--- src/rtl/fc_seq_ctrl.sv ---
// fc_seq_ctrl - sequencer for one fully-connected layer.
//
// Collects an IN-element activation vector from an upstream valid/ready
// stream into a register buffer, presents it in parallel (x_vec) to a bank
// of combinational dot-product/ReLU neurons, walks the neuron select (nsel)
// through 0..OUT-1, waits SETTLE cycles per neuron for the adder tree to
// settle, samples z_in and streams the results downstream.
//
// Ports:
//   clk, rst_n          clock, asynchronous active-low reset
//   in_valid/in_ready   upstream activation handshake
//   in_data, in_last    activation element (order 0..IN-1), end-of-vector mark
//   x_vec               buffered vector, element i at [i*WIDTH +: WIDTH]
//   nsel                neuron index presented to the neuron bank
//   z_in                combinational (already ReLU'd) result of neuron nsel
//   out_valid/out_ready downstream result handshake
//   out_data, out_idx   sampled neuron result and its neuron index
//   out_last            high with result OUT-1
//   busy                high whenever not loading
//   err                 sticky framing error (in_last misplaced or missing)
//
// Optional build macro FC_ARGMAX_EN adds cls/cls_valid: the index of the
// largest result of the vector (ties keep the lower index), flagged for one
// cycle on the handshake of the last result.

module fc_seq_ctrl #(
  parameter int WIDTH  = 8,
  parameter int IN     = 128,
  parameter int OUT    = 10,
  parameter int SETTLE = 2,
  parameter int OW     = 2*WIDTH + $clog2(IN)
) (
  input  logic                    clk,
  input  logic                    rst_n,
  input  logic                    in_valid,
  output logic                    in_ready,
  input  logic [WIDTH-1:0]        in_data,
  input  logic                    in_last,
  output logic [IN*WIDTH-1:0]     x_vec,
  output logic [$clog2(OUT)-1:0]  nsel,
  input  logic [OW-1:0]           z_in,
  output logic                    out_valid,
  input  logic                    out_ready,
  output logic [OW-1:0]           out_data,
  output logic [$clog2(OUT)-1:0]  out_idx,
  output logic                    out_last,
  output logic                    busy,
  output logic                    err
`ifdef FC_ARGMAX_EN
  ,
  output logic [$clog2(OUT)-1:0]  cls,
  output logic                    cls_valid
`endif
);

  localparam int CW = $clog2(IN);
  localparam int NW = $clog2(OUT);
  localparam int SW = $clog2(SETTLE + 1);

  localparam logic [CW-1:0] LAST_WR     = CW'(IN - 1);
  localparam logic [NW-1:0] LAST_N      = NW'(OUT - 1);
  localparam logic [SW-1:0] SETTLE_LAST = SW'(SETTLE - 1);

  typedef enum logic [1:0] {LOAD, EVAL, EMIT} state_t;

  state_t          state_reg;
  logic [CW-1:0]   wr_cnt_reg;
  logic [NW-1:0]   nsel_reg;
  logic [SW-1:0]   settle_cnt_reg;
  logic            in_ready_reg;
  logic            out_valid_reg;
  logic [OW-1:0]   out_data_reg;
  logic [NW-1:0]   out_idx_reg;
  logic            out_last_reg;
  logic            busy_reg;
  logic            err_reg;
`ifdef FC_ARGMAX_EN
  logic [OW-1:0]   max_val_reg;
  logic [NW-1:0]   max_idx_reg;
`endif

  // in_ready_reg is only ever high in LOAD, so this is the accept strobe.
  logic load_en;
  assign load_en = in_valid & in_ready_reg;

  // Activation buffer: one register per element so the whole vector is
  // visible to the neuron bank at once. Written only while loading, so
  // x_vec is frozen during EVAL/EMIT.
  genvar gi;
  for (gi = 0; gi < IN; gi++) begin : g_buf
    logic [WIDTH-1:0] elem_reg;
    always_ff @(posedge clk or negedge rst_n) begin
      if (!rst_n) begin
        elem_reg <= '0;
      end else if (load_en && (wr_cnt_reg == CW'(gi))) begin
        elem_reg <= in_data;
      end
    end
    assign x_vec[gi*WIDTH +: WIDTH] = elem_reg;
  end

  always_ff @(posedge clk or negedge rst_n) begin
    if (!rst_n) begin
      state_reg      <= LOAD;
      wr_cnt_reg     <= '0;
      nsel_reg       <= '0;
      settle_cnt_reg <= '0;
      in_ready_reg   <= 1'b1;
      out_valid_reg  <= 1'b0;
      out_data_reg   <= '0;
      out_idx_reg    <= '0;
      out_last_reg   <= 1'b0;
      busy_reg       <= 1'b0;
      err_reg        <= 1'b0;
`ifdef FC_ARGMAX_EN
      max_val_reg    <= '0;
      max_idx_reg    <= '0;
`endif
    end else begin
      case (state_reg)
        LOAD: begin
          if (load_en) begin
            if (wr_cnt_reg == LAST_WR) begin
              // Final element: the load ends on count, in_last only
              // feeds the framing check.
              if (!in_last) err_reg <= 1'b1;
              wr_cnt_reg     <= '0;
              nsel_reg       <= '0;
              settle_cnt_reg <= '0;
              in_ready_reg   <= 1'b0;
              busy_reg       <= 1'b1;
              state_reg      <= EVAL;
`ifdef FC_ARGMAX_EN
              max_val_reg    <= '0;
              max_idx_reg    <= '0;
`endif
            end else begin
              if (in_last) err_reg <= 1'b1;
              wr_cnt_reg <= wr_cnt_reg + 1'b1;
            end
          end
        end

        EVAL: begin
          // nsel has been stable for SETTLE cycles when the count
          // reaches SETTLE-1, so z_in is sampled on that edge.
          if (settle_cnt_reg == SETTLE_LAST) begin
            out_data_reg  <= z_in;
            out_idx_reg   <= nsel_reg;
            out_last_reg  <= (nsel_reg == LAST_N);
            out_valid_reg <= 1'b1;
            state_reg     <= EMIT;
`ifdef FC_ARGMAX_EN
            // Strict compare: on a tie the earlier (lower) index wins.
            if (z_in > max_val_reg) begin
              max_val_reg <= z_in;
              max_idx_reg <= nsel_reg;
            end
`endif
          end else begin
            settle_cnt_reg <= settle_cnt_reg + 1'b1;
          end
        end

        EMIT: begin
          // out_valid is always high here, out_ready alone completes it.
          if (out_ready) begin
            out_valid_reg <= 1'b0;
            if (nsel_reg == LAST_N) begin
              wr_cnt_reg   <= '0;
              in_ready_reg <= 1'b1;
              busy_reg     <= 1'b0;
              state_reg    <= LOAD;
            end else begin
              nsel_reg       <= nsel_reg + 1'b1;
              settle_cnt_reg <= '0;
              state_reg      <= EVAL;
            end
          end
        end

        default: begin
          state_reg    <= LOAD;
          in_ready_reg <= 1'b1;
          busy_reg     <= 1'b0;
        end
      endcase
    end
  end

  assign in_ready  = in_ready_reg;
  assign nsel      = nsel_reg;
  assign out_valid = out_valid_reg;
  assign out_data  = out_data_reg;
  assign out_idx   = out_idx_reg;
  assign out_last  = out_last_reg;
  assign busy      = busy_reg;
  assign err       = err_reg;

`ifdef FC_ARGMAX_EN
  // Running max is final once the last result has been sampled, so the
  // flag can coincide with the handshake of that result.
  assign cls       = max_idx_reg;
  assign cls_valid = out_valid_reg & out_ready & out_last_reg;
`endif

endmodule

--- config.mk ---
export PLATFORM = sky130hd
export DESIGN_NAME = fc_seq_ctrl
export DESIGN_NICKNAME = d
export VERILOG_FILES = /design/src/rtl/fc_seq_ctrl.sv
export SDC_FILE = /design/constraint.sdc
export NUM_CORES = 1
export LEC_CHECK = 0
export CAP_MARGIN = 30
export CORE_AREA = 2 2 421 423
export CTS_CLUSTER_SIZE = 14
export DETAILED_ROUTE_END_ITERATION = 6
export DIE_AREA = 0 0 423 425
export DONT_BUFFER_PORTS = 1
export GPL_ROUTABILITY_DRIVEN = 1
export PLACE_DENSITY = 0.33
export SETUP_SLACK_MARGIN = 0.15
export SYNTH_ARGS = -nofsm -noshare
export SYNTH_HDL_FRONTEND = slang
export SYNTH_SLANG_ARGS = --single-unit
--- constraint.sdc ---
create_clock -name clk -period 2.8 [get_ports clk]
set_clock_uncertainty 0.2 [all_clocks]
set_input_delay 0.56 -clock clk [delete_from_list [all_inputs] [get_ports clk]]
set_output_delay 0.56 -clock clk [all_outputs]
set_load 0.02 [all_outputs]
== Word level (Yosys, flattened, before mapping) ==
Cells that the tools add are included.

* Add/subtract/negate cells: 3
* Equal/unequal tests: 139
* Mux-type cells: 38
* Bitwise operators: 2
* Reduce and logical (&&, ||, !) cells: 142

{| class="wikitable"
|+ Operators with widths
! kind !! number
|-
| == test 7 bit (second input constant) || 64
|-
| == test 7 x 6 -> 1 bit (second input constant) || 32
|-
| logical AND 1 bit || 128
|-
| == test 7 x 5 -> 1 bit (second input constant) || 16
|-
| == test 7 x 4 -> 1 bit (second input constant) || 8
|-
| == test 7 x 3 -> 1 bit (second input constant) || 4
|-
| 2-to-1 mux 7 bit || 4
|-
| 2-to-1 mux 2 bit || 9
|-
| 2-to-1 mux 4 bit || 4
|-
| inequality test 2 bit (second input constant) || 8
|-
| == test 7 x 2 -> 1 bit (second input constant) || 2
|-
| 2-to-1 mux 1 bit || 14
|-
| one-hot mux 7 bit (2 select lines) || 1
|-
| one-hot mux 2 bit (3 select lines) || 2
|-
| AND reduction 4 bit || 3
|-
| AND reduction 5 bit || 2
|-
| one-hot mux 4 bit (2 select lines) || 1
|-
| adder 7 x 1 -> 7 bit (second input constant) || 1
|-
| == test 7 x 1 -> 1 bit (second input constant) || 1
|-
| zero test 7 bit || 1
|-
| one-hot mux 1 bit (3 select lines) || 2
|-
| AND reduction 6 bit || 1
|-
| nonzero test 2 bit || 3
|-
| adder 4 x 1 -> 4 bit (second input constant) || 1
|-
| other kinds (11) || 12
|}

* Bits in registers: 1071
* Bits of input ports: 36
* Output and inout bits: 1060
* Logic and storage cells: 463

== Longest topological paths before layout ==
* Word-level depth: 4
* Depth in mapped cells: 8
* Depth with buffers taken out: 6

== Worst setup path before layout ==
No wires, ideal clock.

* Kind: register to register
* From: register in_ready_reg, in the netlist in_ready
* To: register g_buf[64].elem_reg[0]
* Data arrival time: 1937 ps
* Data required time: 2475 ps
* Setup slack: 538 ps
* Stages on the path, launching flop included: 6
* Buffers on the path: 1
* Cells stage by stage: dfstp_2 nand2_1 or4b_1 buf_6 nor2_8 mux2_2

* Longest elaborated chain between the ends: 2

{| class="wikitable"
|+ RTL lines
! what !! line !! text
|-
| start: declaration || 70 || <nowiki>logic in_ready_reg;</nowiki>
|-
| start signal: assignment || 108 || <nowiki>in_ready_reg <= 1'b1;</nowiki>
|-
| start signal: assignment || 130 || <nowiki>in_ready_reg <= 1'b0;</nowiki>
|-
| start signal: assignment || 171 || <nowiki>in_ready_reg <= 1'b1;</nowiki>
|-
| bitwise AND 1 bit || 84 || <nowiki>assign load_en = in_valid & in_ready_reg;</nowiki>
|-
| logical AND 1 bit || 95 || <nowiki>end else if (load_en && (wr_cnt_reg == CW'(gi))) begin</nowiki>
|-
| end signal: assignment || 96 || <nowiki>elem_reg <= in_data;</nowiki>
|-
| end: declaration || 91 || <nowiki>logic [WIDTH-1:0] elem_reg;</nowiki>
|}

Every way passes these cells.
A chain may end at the register's enable or synchronous reset.

== Final worst setup path ==
* From: register in_ready_reg, in the netlist in_ready
* To: register g_buf[112].elem_reg[0]

* Longest elaborated chain between the ends: 2

{| class="wikitable"
|+ RTL lines
! what !! line
|-
| bitwise AND 1 bit || 84
|-
| logical AND 1 bit || 95
|-
| end signal: assignment || 96
|-
| end: declaration || 91
|}

Every way passes these cells.

==> metrics.md <==
| Metric | Value |
|---|---|
| Worst Path Class, Setup | `reg -> reg` |
| Synth area leaders | `dfrtp_1 (65%), mux2_2 (25%), mux2_1 (4.0%)` |
| Post-synthesis simple-gate area fraction | `3.41%` |
| Pre-CTS setup slack | `107 ps` |
| Initial drt markers | `1,048` |
| Crit end category | `flop` |
| Startpoint class of the critical path | `flop` |
| Switching power | `19.7 mW` |
| Cells after Synth | `2,523` |
| Synth Area in Adders | `0.214%` |
| CTS buffer count | `133` |
| Clk pwr share | `32.6%` |
| Fillers | `17,600` |
| Port-buffer cells | `0` |
| Die height | `425 µm` |
| Minimum clock period | `2590 ps` |
| Share of cells above drive strength 1 | `48.7%` |
| Worst vdd ir | `0.573 mV` |
| Synthesized area per cell | `16.2 µm²` |
| GPL Wtd Cong | `0.787` |
| # hold bufs at CTS | `34` |
| Clk_lat worst skew | `770 ps` |
| P_int | `33.2 mW` |
| Hold Slack | `-430 ps` |
| Crit share post-route | `92.4%` |
| Worst-path maximum fanout | `8` |
| PnR worst setup slack | `214 ps` |
| Vias in the first global route | `24,000` |
| Compound-gate portion of the synthesized area | `0.495%` |
| Initial core utilization | `23.3%` |
| DRT Pass-1 Iters | `4` |
| Clock Sinks | `1,071` |
| Initial antenna violation count | `3` |
| Failing checks | `negative hold slack` |
| Required time worst endpoint | `3240 ps` |
| Die Area | `0.180 mm²` |
| Comb pwr share | `11.9%` |
| CTS tree | `yes` |
| Main synth FF type | `dfrtp_1` |
| Post-synthesis sequential element count | `1,071` |
| Clock transition at path regs | `60 ps` |
| Total GRT Usage | `17.8%` |
| Largest family of logic cells by synthesized area | `multiplexers` |
| # H-tree levels | `4` |
| Die extent in x | `423 µm` |
| Most frequent cell after synthesis | `dfrtp_1` |
| GRT Residual Overflow | `0` |
| Via Count | `22,300` |
| Count of pins over their slew limit | `0` |
| Max_cap viols | `0` |
| Worst-margin pin slew | `1050 ps` |
| I/O pin cnt | `1,096` |
| Setup TNS | `0 ps` |
| Hold WC Path Type | `in -> async` |
| Net Count, Synth | `2,566` |
| Endpoints failing setup | `0` |
| Layout area overhead | `20.2%` |
| Final #Nets | `2,691` |
| Vias per cell | `4.39` |
| Sequential share of the synthesized area | `65.5%` |
| Final hold vios | `160` |
| Root buffer cell | `clkbuf_16` |
| First-pass GRT wire length | `221 mm` |
| FMAX | `387 MHz` |
| Status | `finished with violations` |
| Final WL | `164 mm` |
| DP Wirelength | `106 mm` |
| Clock buffer depth | `3` |
| Post-Syn Area | `0.0409 mm²` |
| Fin util | `28.1%` |
| Crit path DAT | `3030 ps` |
| RSZ-0062 raised after global routing | `true` |
| Count of cell types in the netlist | `47` |
| Post-synthesis xor/xnor area fraction | `0.0428%` |
| Residual DRC | `0` |
| Sequential Power Share | `55.5%` |
| Post-synth EDFFs | `0` |
| LEAKAGE | `23.7 nW` |
| Largest net degree at the start of global routing | `1,072` |
| Max FFs per register | `1,024` |
| Sw Share | `37.3%` |
| Yosys warns | `0` |
| Wirelength per Cell | `32.2 µm` |
| CORE AREA | `0.175 mm²` |
| Mux share of post-synthesis cell area | `28.9%` |
| ANT nets after route | `0` |
| Synth area leader | `dfrtp_1` |
| Post-synth ARST share | `100%` |
| Max_slew headroom | `30.2%` |
| Most instantiated cells after synthesis | `dfrtp_1 (1,070), mux2_2 (903), mux2_1 (145)` |
| PD cells | `1080 mW/mm²` |
| Area share of the largest cell type after synthesis | `65.4%` |
| # rows | `154` |
-- final cells by class --
class / instances / area (µm²) / share of cell area (%)
inverters: 9 / 33.8 / 0.0686
well taps: 2340 / 2930 / 5.95
clock buffers: 201 / 4010 / 8.14
repair buffers: 135 / 1460 / 2.97
clock inverters: 32 / 398 / 0.808
multi-input cells: 1298 / 13600 / 27.6
flip-flops and latches: 1071 / 26800 / 54.5
diodes: 4 / 10.0 / 0.0203
-- layout by cell type, fill, tap and decap left out, types with 15 or more instances in the layout --
| cell | synthesis | final |
|---|---|---|
| dfrtp_1 | 1070 | 1070 |
| mux2_2 | 903 | 903 |
| mux2_1 | 145 | 145 |
| clkbuf_16 | 0 | 140 |
| buf_4 | 3 | 88 |
| nor2_2 | 78 | 74 |
| nand2_1 | 51 | 48 |
| clkbuf_8 | 0 | 34 |
| clkbuf_1 | 124 | 30 |
| dlygate4sd3_1 | 0 | 26 |
| nor2_4 | 18 | 22 |
| o21ai_0 | 15 | 15 |
-- routing by layer --
| metal | vias up | part of all wire (%) | GRT usage [%] |
|---|---|---|---|
| li1 | 9115 | - | - |
| met3 | 235 | 8.6 | 7.10 |
| met5 | - | 0 | 0 |
| met4 | 0 | 4.2 | 7.35 |
| met1 | 12200 | 36 | 19.1 |
| met2 | 791 | 51 | 30.9 |
-- power groups by stage --
stage / combinational, mW / sequential [mW] / clock [mW]
final: 6.28 / 29.4 / 17.3
after global routing: 6.94 / 29.8 / 18.6
after CTS: 6.11 / 29.7 / 18.0
after detailed placement: 5.63 / 29.9 / 0
after global placement: 5.38 / 29.9 / 0
after floorplan: 4.53 / 26.7 / 0
-- through the flow --
step	total power, mW	hold slack (ps)	cell area, µm²	std cells
after floorplan	31.3	64.4	40900	2523
after global placement	35.3	104	44000	4808
after detailed placement	35.5	108	44000	4808
after CTS	53.8	-768	48900	5075
after global routing	55.4	-408	49200	5087
final	52.9	-430	49200	5090
-- logic make-up after synthesis --
group                      Yosys count
AOI/OAI and AO/OA                   33
xor gates and xnor gates             2
adders and majority gates            7
buffers and inverters              154
DFF                               1071
muxes                             1049
and+or+nand+nor                    207
-- path summary, 6_finish.rpt --
path | from | slack, ps | cells after the start | to
setup / recovery | in_ready$_DFFE_PN1P_ | 210 | 5 | g_buf[112].elem_reg[0]$_DFFE_PN0P_
hold / removal | rst_n | -430 | 1 | g_buf[62].elem_reg[7]$_DFFE_PN0P_
setup reg to reg | in_ready$_DFFE_PN1P_ | 210 | 5 | g_buf[112].elem_reg[0]$_DFFE_PN0P_
hold reg to reg | settle_cnt_reg[1]$_DFFE_PN0P_ | 350 | 2 | settle_cnt_reg[1]$_DFFE_PN0P_
max in group asynchronous | rst_n | 390 | 3 | g_buf[88].elem_reg[1]$_DFFE_PN0P_
min in group clk | in_data[7] | 250 | 2 | g_buf[106].elem_reg[7]$_DFFE_PN0P_
-- what timing repair did --
action,CTS,global route
endpoints found under the hold margin,2130,160
endpoints found under the setup margin,16,269
pin swaps,0,1
resized for setup,1,8
cloned,0,3
buffers inserted,0,2
-- critical path, stage by stage, from the launching register on --
cell and delay (ps):
dfstp_2 580, nand2_1 150, or4b_2 760, buf_12 210, nor2_8 180, mux2_2 360
No activity file was read; power rests on OpenSTA's default activity.
